===== src/rtl/wb_pkg.sv =====
// Shared types and constants for the writeback stage.
package wb_pkg;

  typedef enum logic [0:0] {
    StRun,
    StHalted
  } wb_state_e;

  localparam int unsigned DataW    = 16;
  localparam int unsigned RegAw    = 4;
  localparam int unsigned RegZero  = 0;

endpackage


===== src/rtl/wb_retire_counter.sv =====
// Width-parameterised wrapping counter with enable; counts committed writes.
module wb_retire_counter #(
  parameter int unsigned Width = 16
) (
  input  logic             clk_i,
  input  logic             rst_ni,
  input  logic             en_i,
  output logic [Width-1:0] count_o
);

  logic [Width-1:0] count_d, count_q;

  always_comb begin
    count_d = count_q;
    if (en_i) count_d = count_q + Width'(1);
  end

  always_ff @(posedge clk_i or negedge rst_ni) begin
    if (!rst_ni) count_q <= '0;
    else         count_q <= count_d;
  end

  assign count_o = count_q;

endmodule


===== src/rtl/wb_stage.sv =====
// Writeback stage: result select, register-file write port, one-cycle forwarding
// copy and halt sequencing. Define WB_RETIRE_CNT_EN to add the retire counter.
module wb_stage
  import wb_pkg::*;
#(
  parameter int unsigned DATA_W = DataW,
  parameter int unsigned REG_AW = RegAw,
  parameter int unsigned CNT_W  = 16
) (
  input  logic              clk,
  input  logic              rst,
  input  logic [REG_AW-1:0] wreg_in,
  input  logic              halt_in,
  input  logic              MemtoReg_in,
  input  logic              RegWrite_in,
  input  logic              PCS_in,
  input  logic [DATA_W-1:0] npc_in,
  input  logic [DATA_W-1:0] mem_in,
  input  logic [DATA_W-1:0] alu_in,
  output logic              rf_we,
  output logic [REG_AW-1:0] rf_wreg,
  output logic [DATA_W-1:0] rf_wdata,
  output logic              fwd_valid,
  output logic [REG_AW-1:0] fwd_reg,
  output logic [DATA_W-1:0] fwd_data,
  output logic              pipe_en,
  output logic              halted
`ifdef WB_RETIRE_CNT_EN
  ,
  output logic [CNT_W-1:0]  retire_cnt
`endif
);

  wb_state_e         state_d, state_q;
  logic              fwd_valid_d, fwd_valid_q;
  logic [REG_AW-1:0] fwd_reg_d, fwd_reg_q;
  logic [DATA_W-1:0] fwd_data_d, fwd_data_q;
  logic [DATA_W-1:0] wdata;
  logic              run;

  assign run = (state_q == StRun);

  always_comb begin
    if (PCS_in)           wdata = npc_in;
    else if (MemtoReg_in) wdata = mem_in;
    else                  wdata = alu_in;
  end

  assign rf_wdata = wdata;
  assign rf_wreg  = wreg_in;
  assign rf_we    = RegWrite_in & ~halt_in & (wreg_in != REG_AW'(RegZero)) & run;
  // Combinational so upstream latches freeze in the very cycle HLT reaches WB.
  assign pipe_en  = run & ~halt_in;
  assign halted   = (state_q == StHalted);

  always_comb begin
    state_d     = state_q;
    fwd_valid_d = rf_we;
    fwd_reg_d   = wreg_in;
    fwd_data_d  = wdata;
    if (run && halt_in) state_d = StHalted;
  end

  always_ff @(posedge clk or negedge rst) begin
    if (!rst) begin
      state_q     <= StRun;
      fwd_valid_q <= 1'b0;
      fwd_reg_q   <= '0;
      fwd_data_q  <= '0;
    end else begin
      state_q     <= state_d;
      fwd_valid_q <= fwd_valid_d;
      fwd_reg_q   <= fwd_reg_d;
      fwd_data_q  <= fwd_data_d;
    end
  end

  assign fwd_valid = fwd_valid_q;
  assign fwd_reg   = fwd_reg_q;
  assign fwd_data  = fwd_data_q;

`ifdef WB_RETIRE_CNT_EN
  // rf_we is already forced low while halted, so the count holds there.
  wb_retire_counter #(
    .Width(CNT_W)
  ) u_retire_counter (
    .clk_i  (clk),
    .rst_ni (rst),
    .en_i   (rf_we),
    .count_o(retire_cnt)
  );
`else
  logic [CNT_W-1:0] unused_cnt;
  assign unused_cnt = '0;
`endif

endmodule

===== config.mk =====
export PLATFORM = sky130hd
export DESIGN_NAME = wb_stage
export DESIGN_NICKNAME = d
export VERILOG_FILES = /design/src/rtl/wb_pkg.sv /design/src/rtl/wb_retire_counter.sv /design/src/rtl/wb_stage.sv
export SDC_FILE = /design/constraint.sdc
export NUM_CORES = 1
export LEC_CHECK = 0
export ABC_AREA = 1
export CORE_ASPECT_RATIO = 1.75
export CORE_MARGIN = 3
export CORE_UTILIZATION = 31
export DETAILED_ROUTE_END_ITERATION = 16
export GPL_ROUTABILITY_DRIVEN = 0
export PLACE_DENSITY = 0.8
export SYNTH_ARGS = -nofsm -noshare
export SYNTH_HDL_FRONTEND = slang
export SYNTH_HIERARCHICAL = 1
export SYNTH_SLANG_ARGS = --single-unit

===== constraint.sdc =====
create_clock -name clk -period 0.91 [get_ports clk]
set_input_delay 0.1365 -clock clk [delete_from_list [all_inputs] [get_ports clk]]
set_output_delay 0.1365 -clock clk [all_outputs]
set_load 0.05 [all_outputs]

==> run metrics, run 1 <==
status did not finish; Stop stage global routing; Log Error [ERROR GRT-0232] Routing congestion too high. Check the congestion heatmap in the GUI.; Placed Cells 306; worst endpoint type primary output; I/O pins a little over 100; root buf cell clkbuf_8; placed inst area about 2800 µm²; Initial Util between 30% and 40%; Synth Cell Area approximately 1100 µm²; Synth area leader dfrtp_1; cells after synthesis between 150 and 200; Port-buffer cells between 100 and 150; CTS Buf Count 3; Total GRT Usage between 60% and 70%; number of H-tree levels 1; ys async rst share 100%; initial antenna violation count 2; number of sinks on the clock net 22; Syn. warnings 6; syn avg cell area ~7.2 µm²; hpwl dp a little under 4 mm; ys flop type dfrtp_1; count leader, synth nand2_1; Max Root-Sink Buffers 2; largest net degree at the start of global routing 23; Yosys top cell area share between 40% and 50%; Mapped Nets 215; post-synthesis cell type count 9; largest cells by area after synthesis dfrtp_1 (49%), nand2_1 (22%), inv_1 (12%), nand3_1 (7.1%), buf_4 (4.0%); #FFs+latches synth 22; Post-synth EDFFs 0; Worst EP post-GRT repair rf_we; Std-Cell Rows 28; sequential area share after synthesis between 40 and 50%; Synth top cells by count nand2_1 (67), inv_1 (37), dfrtp_1 (22); chip width slightly above 50 µm; Die Span Y 85.8 µm; grt total ovfl between 50 and 60
[metal layers]
layer  GRT overflow  track usage [%]
met1              0             65.2
met2             33             91.2
met3              0             43.1
met4             24             84.0
met5              0                0
[timing repair]
action                                  in CTS
cloned                                       2
resized for setup                          119
pin swaps                                   38
endpoints found under the setup margin      60
setup buffers                               10
hold buffers                                 0
[stage by stage]
step           setup slack [ps]  TNS (ps)
2_1_floorplan              -480     -1190
3_3_place_gp               -504    -14320
3_5_place_dp               -564    -15720
4_1_cts                    -379     -4020
[cells by family after synthesis]
kind of cell | after synthesis | synth area share, %
AND/OR/NAND/NOR | 86 | 30.4
buffers and inverters | 49 | 20.8
flip-flops | 22 | 48.8
==> run 2: changes to the inputs <==
--- a/config.mk
+++ b/config.mk
@@ -6,12 +6,11 @@
 export NUM_CORES = 1
 export LEC_CHECK = 0
 export ABC_AREA = 1
-export CORE_ASPECT_RATIO = 1.75
 export CORE_MARGIN = 3
-export CORE_UTILIZATION = 31
+export CORE_UTILIZATION = 30
 export DETAILED_ROUTE_END_ITERATION = 16
 export GPL_ROUTABILITY_DRIVEN = 0
-export PLACE_DENSITY = 0.8
+export PLACE_DENSITY_LB_ADDON = 0.15
 export SYNTH_ARGS = -nofsm -noshare
 export SYNTH_HDL_FRONTEND = slang
 export SYNTH_HIERARCHICAL = 1
==> run 2 against run 1 <==
  * The flow now finishes, with violations (setup timing)
  * Synthesized area did not move
  * Synthesized cell count is the same
==> run metrics, run 2 <==
final WL roughly 7.4 mm; register clock-pin slew on the reported worst setup and hold paths 80 ps; first-pass GRT wire length between 8 and 9 mm; pwr dens approximately 1200 nW/µm²; vias around 1700; core area around 3500 µm²; hpwl dp 3.67 mm (-4.6%); largest net degree at the start of global routing 23; Hold Crit Class input pin to register; max-cap violations 0; Post-layout nets ~340; chip width 67.3 µm (+30%); failing checks setup timing; Skew-Pair Late Insertion Delay approximately 270 ps; ys async rst share 100% (unchanged); Worst path most repeated cell nor2_4; # DRC 0; count leader, synth nand2_1; crit path capture rf_we; Synth top cells by count nand2_1 (67), inv_1 (37), dfrtp_1 (22); post-synthesis cell type count 9 (unchanged); WL/cell ~22 µm; Initial DRC Count ~140; CTS Buf Count 3 (unchanged); FF-to-FF path depth 5; Setup crit start halted$_DFFE_PN0P_; Final Skew 0.452 ps; I/O pins 102 (unchanged); grt total ovfl 0; cells after synthesis 157 (unchanged); Worst Path Max Fanout 2; fin crit period around 1300 ps; CP cell instances nor2_4 -> nand2_2 -> nor2_4 -> buf_12; Post-synth EDFFs 0 (unchanged); Total GRT Usage 25.6%; commonest non-fill, non-tap cell in the layout buf_12; Port-buffer cells 101 (unchanged); Worst Path Required between 700 and 800 ps; RSZ-0062 raised after global routing true; layout cells sized above 1 ~54%; CP Launch Type register; Inserted Diodes 0; Rel. slew slack 83.1%; CTS tree yes; Yosys top cell area share 48.8% (unchanged); Tcrit/Tclk final 142%; Synth Cell Area 1130 µm² (unchanged); reg2reg setup slack -90 ps; #FFs+latches synth 22 (unchanged); ys flop type dfrtp_1; Final ANT Viol Nets 0; total die area between 4000 and 5000 µm²; slowest CP cell dfrtp_2; vias per cell roughly 5; Die Span Y 67.3 µm (-22%); RR Startpoint halted$_DFFE_PN0P_; final hold vios 0; Max Root-Sink Buffers 2 (unchanged); Worst VDD drop roughly 0.00078 V; max reg flops 16; data arrival time of the worst path approximately 1200 ps; root buf cell clkbuf_8; number of H-tree levels 1 (unchanged); max incr delay on CP 430 ps; Initial Util 32.5% (-0.33 points); number of sinks on the clock net 22 (unchanged); RR Endpoint fwd_valid$_DFF_PN0_; Setup WS post-layout -379 ps; Place WS -578 ps (-13.1 ps); worst-margin pin slew 253 ps; sequential area share after synthesis 48.8% (unchanged); Std-Cell Rows 21 (-25%); Core Util, Final between 90% and 100%; syn avg cell area 7.19 µm² (unchanged); Setup CP Type register to output pin; leak pwr roughly 1.8 nW; Hold Buf Count CTS 0 (unchanged); Synth area leader dfrtp_1; Final Slew Violations 0; fmax approximately 780 MHz; Syn. warnings 6 (unchanged); status finished with violations; area grow syn2layout 194%; number of global-route vias before repair about 1500; largest cells by area after synthesis dfrtp_1 (49%), nand2_1 (22%), inv_1 (12%), nand3_1 (7.1%), buf_4 (4.0%); count of final setup violators 38; initial antenna violation count 0; commonest non-fill, non-tap cells in the layout buf_12 (49), dlygate4sd2_1 (34), inv_1 (32); CP endpoint kind output pin; drt pass-1 iters 4; Mapped Nets 215 (unchanged)
run 2: layer usage:
| metal | routed length, µm | share of wire (%) | track usage, % | vias to the layer above |
|---|---|---|---|---|
| met4 | 410 | 5.5 | 11.9 | 0 |
| li1 | - | - | - | 696 |
| met5 | 0 | 0 | 0 | - |
| met1 | 2550 | 34 | 28.4 | 816 |
| met2 | 4010 | 54 | 47.1 | 106 |
| met3 | 468 | 6.3 | 4.33 | 33 |
run 2: what timing repair did:
action / CTS / global route
cloned: 1 / 0
setup buffers: 10 / 10
setup endpoints to repair: 60 / 41
pin swaps: 43 / 35
resized for setup: 115 / 61
run 2: logic make-up (layout without fill, tap and decap cells):
logic type	Yosys count	after routing	synth area share [%]
and+or+nand+nor	86	86	30.4
DFF	22	22	48.8
buffers and inverters	49	177	20.8
run 2: layout make-up:
type                            count  area, µm²
Clock buffer                        3       41.3
Clock inverter                      1       30.0
Fill cell                          79        149
Inverter                           39        164
Multi-Input combinational cell     86        728
Sequential cell                    22        552
Tap cell                           46       57.6
Timing Repair Buffer              133       1740
Timing Repair inverter              1       7.51
run 2: metrics by stage:
stage | power, mW | setup TNS [ps] | area, µm² | hold WS, ps | cells
2_1_floorplan | 1.87 | -1190 | 1240 | -159 | 157
3_3_place_gp | 2.87 | -15330 | 2790 | 498 | 309
3_5_place_dp | 2.90 | -16620 | 2790 | 497 | 309
4_1_cts | 3.86 | -2830 | 3080 | 143 | 324
5_1_grt | 4.19 | -4310 | 3320 | 163 | 331
6_report | 4.10 | -3540 | 3320 | 159 | 331
run 2: power breakdown:
group	internal [mW]	leakage, nW	switching, mW
clock	0.589	0.0357	0.352
combinational	0.955	1.46	1.08
sequential	1.05	0.259	0.0705
total	2.59	1.75	1.50
run 2: worst min path at each step:
stage                     cells after the start        from                endpoint
after detailed placement                      2         rst   fwd_data[8]$_DFF_PN0_
after CTS                                     3      PCS_in   fwd_data[2]$_DFF_PN0_
final                                         3  npc_in[13]  fwd_data[13]$_DFF_PN0_
after floorplan                               0         rst   fwd_data[0]$_DFF_PN0_
after global placement                        2         rst   fwd_data[7]$_DFF_PN0_
after global routing                          3  npc_in[13]  fwd_data[13]$_DFF_PN0_
run 2: worst max-delay path, delay by kind of cell, from the launching register on:
family / cells / cell delay (ps)
flops: 1 / 430
buf+inv: 1 / 150
simple gates: 3 / 310
(Power assumes the default switching activity.)
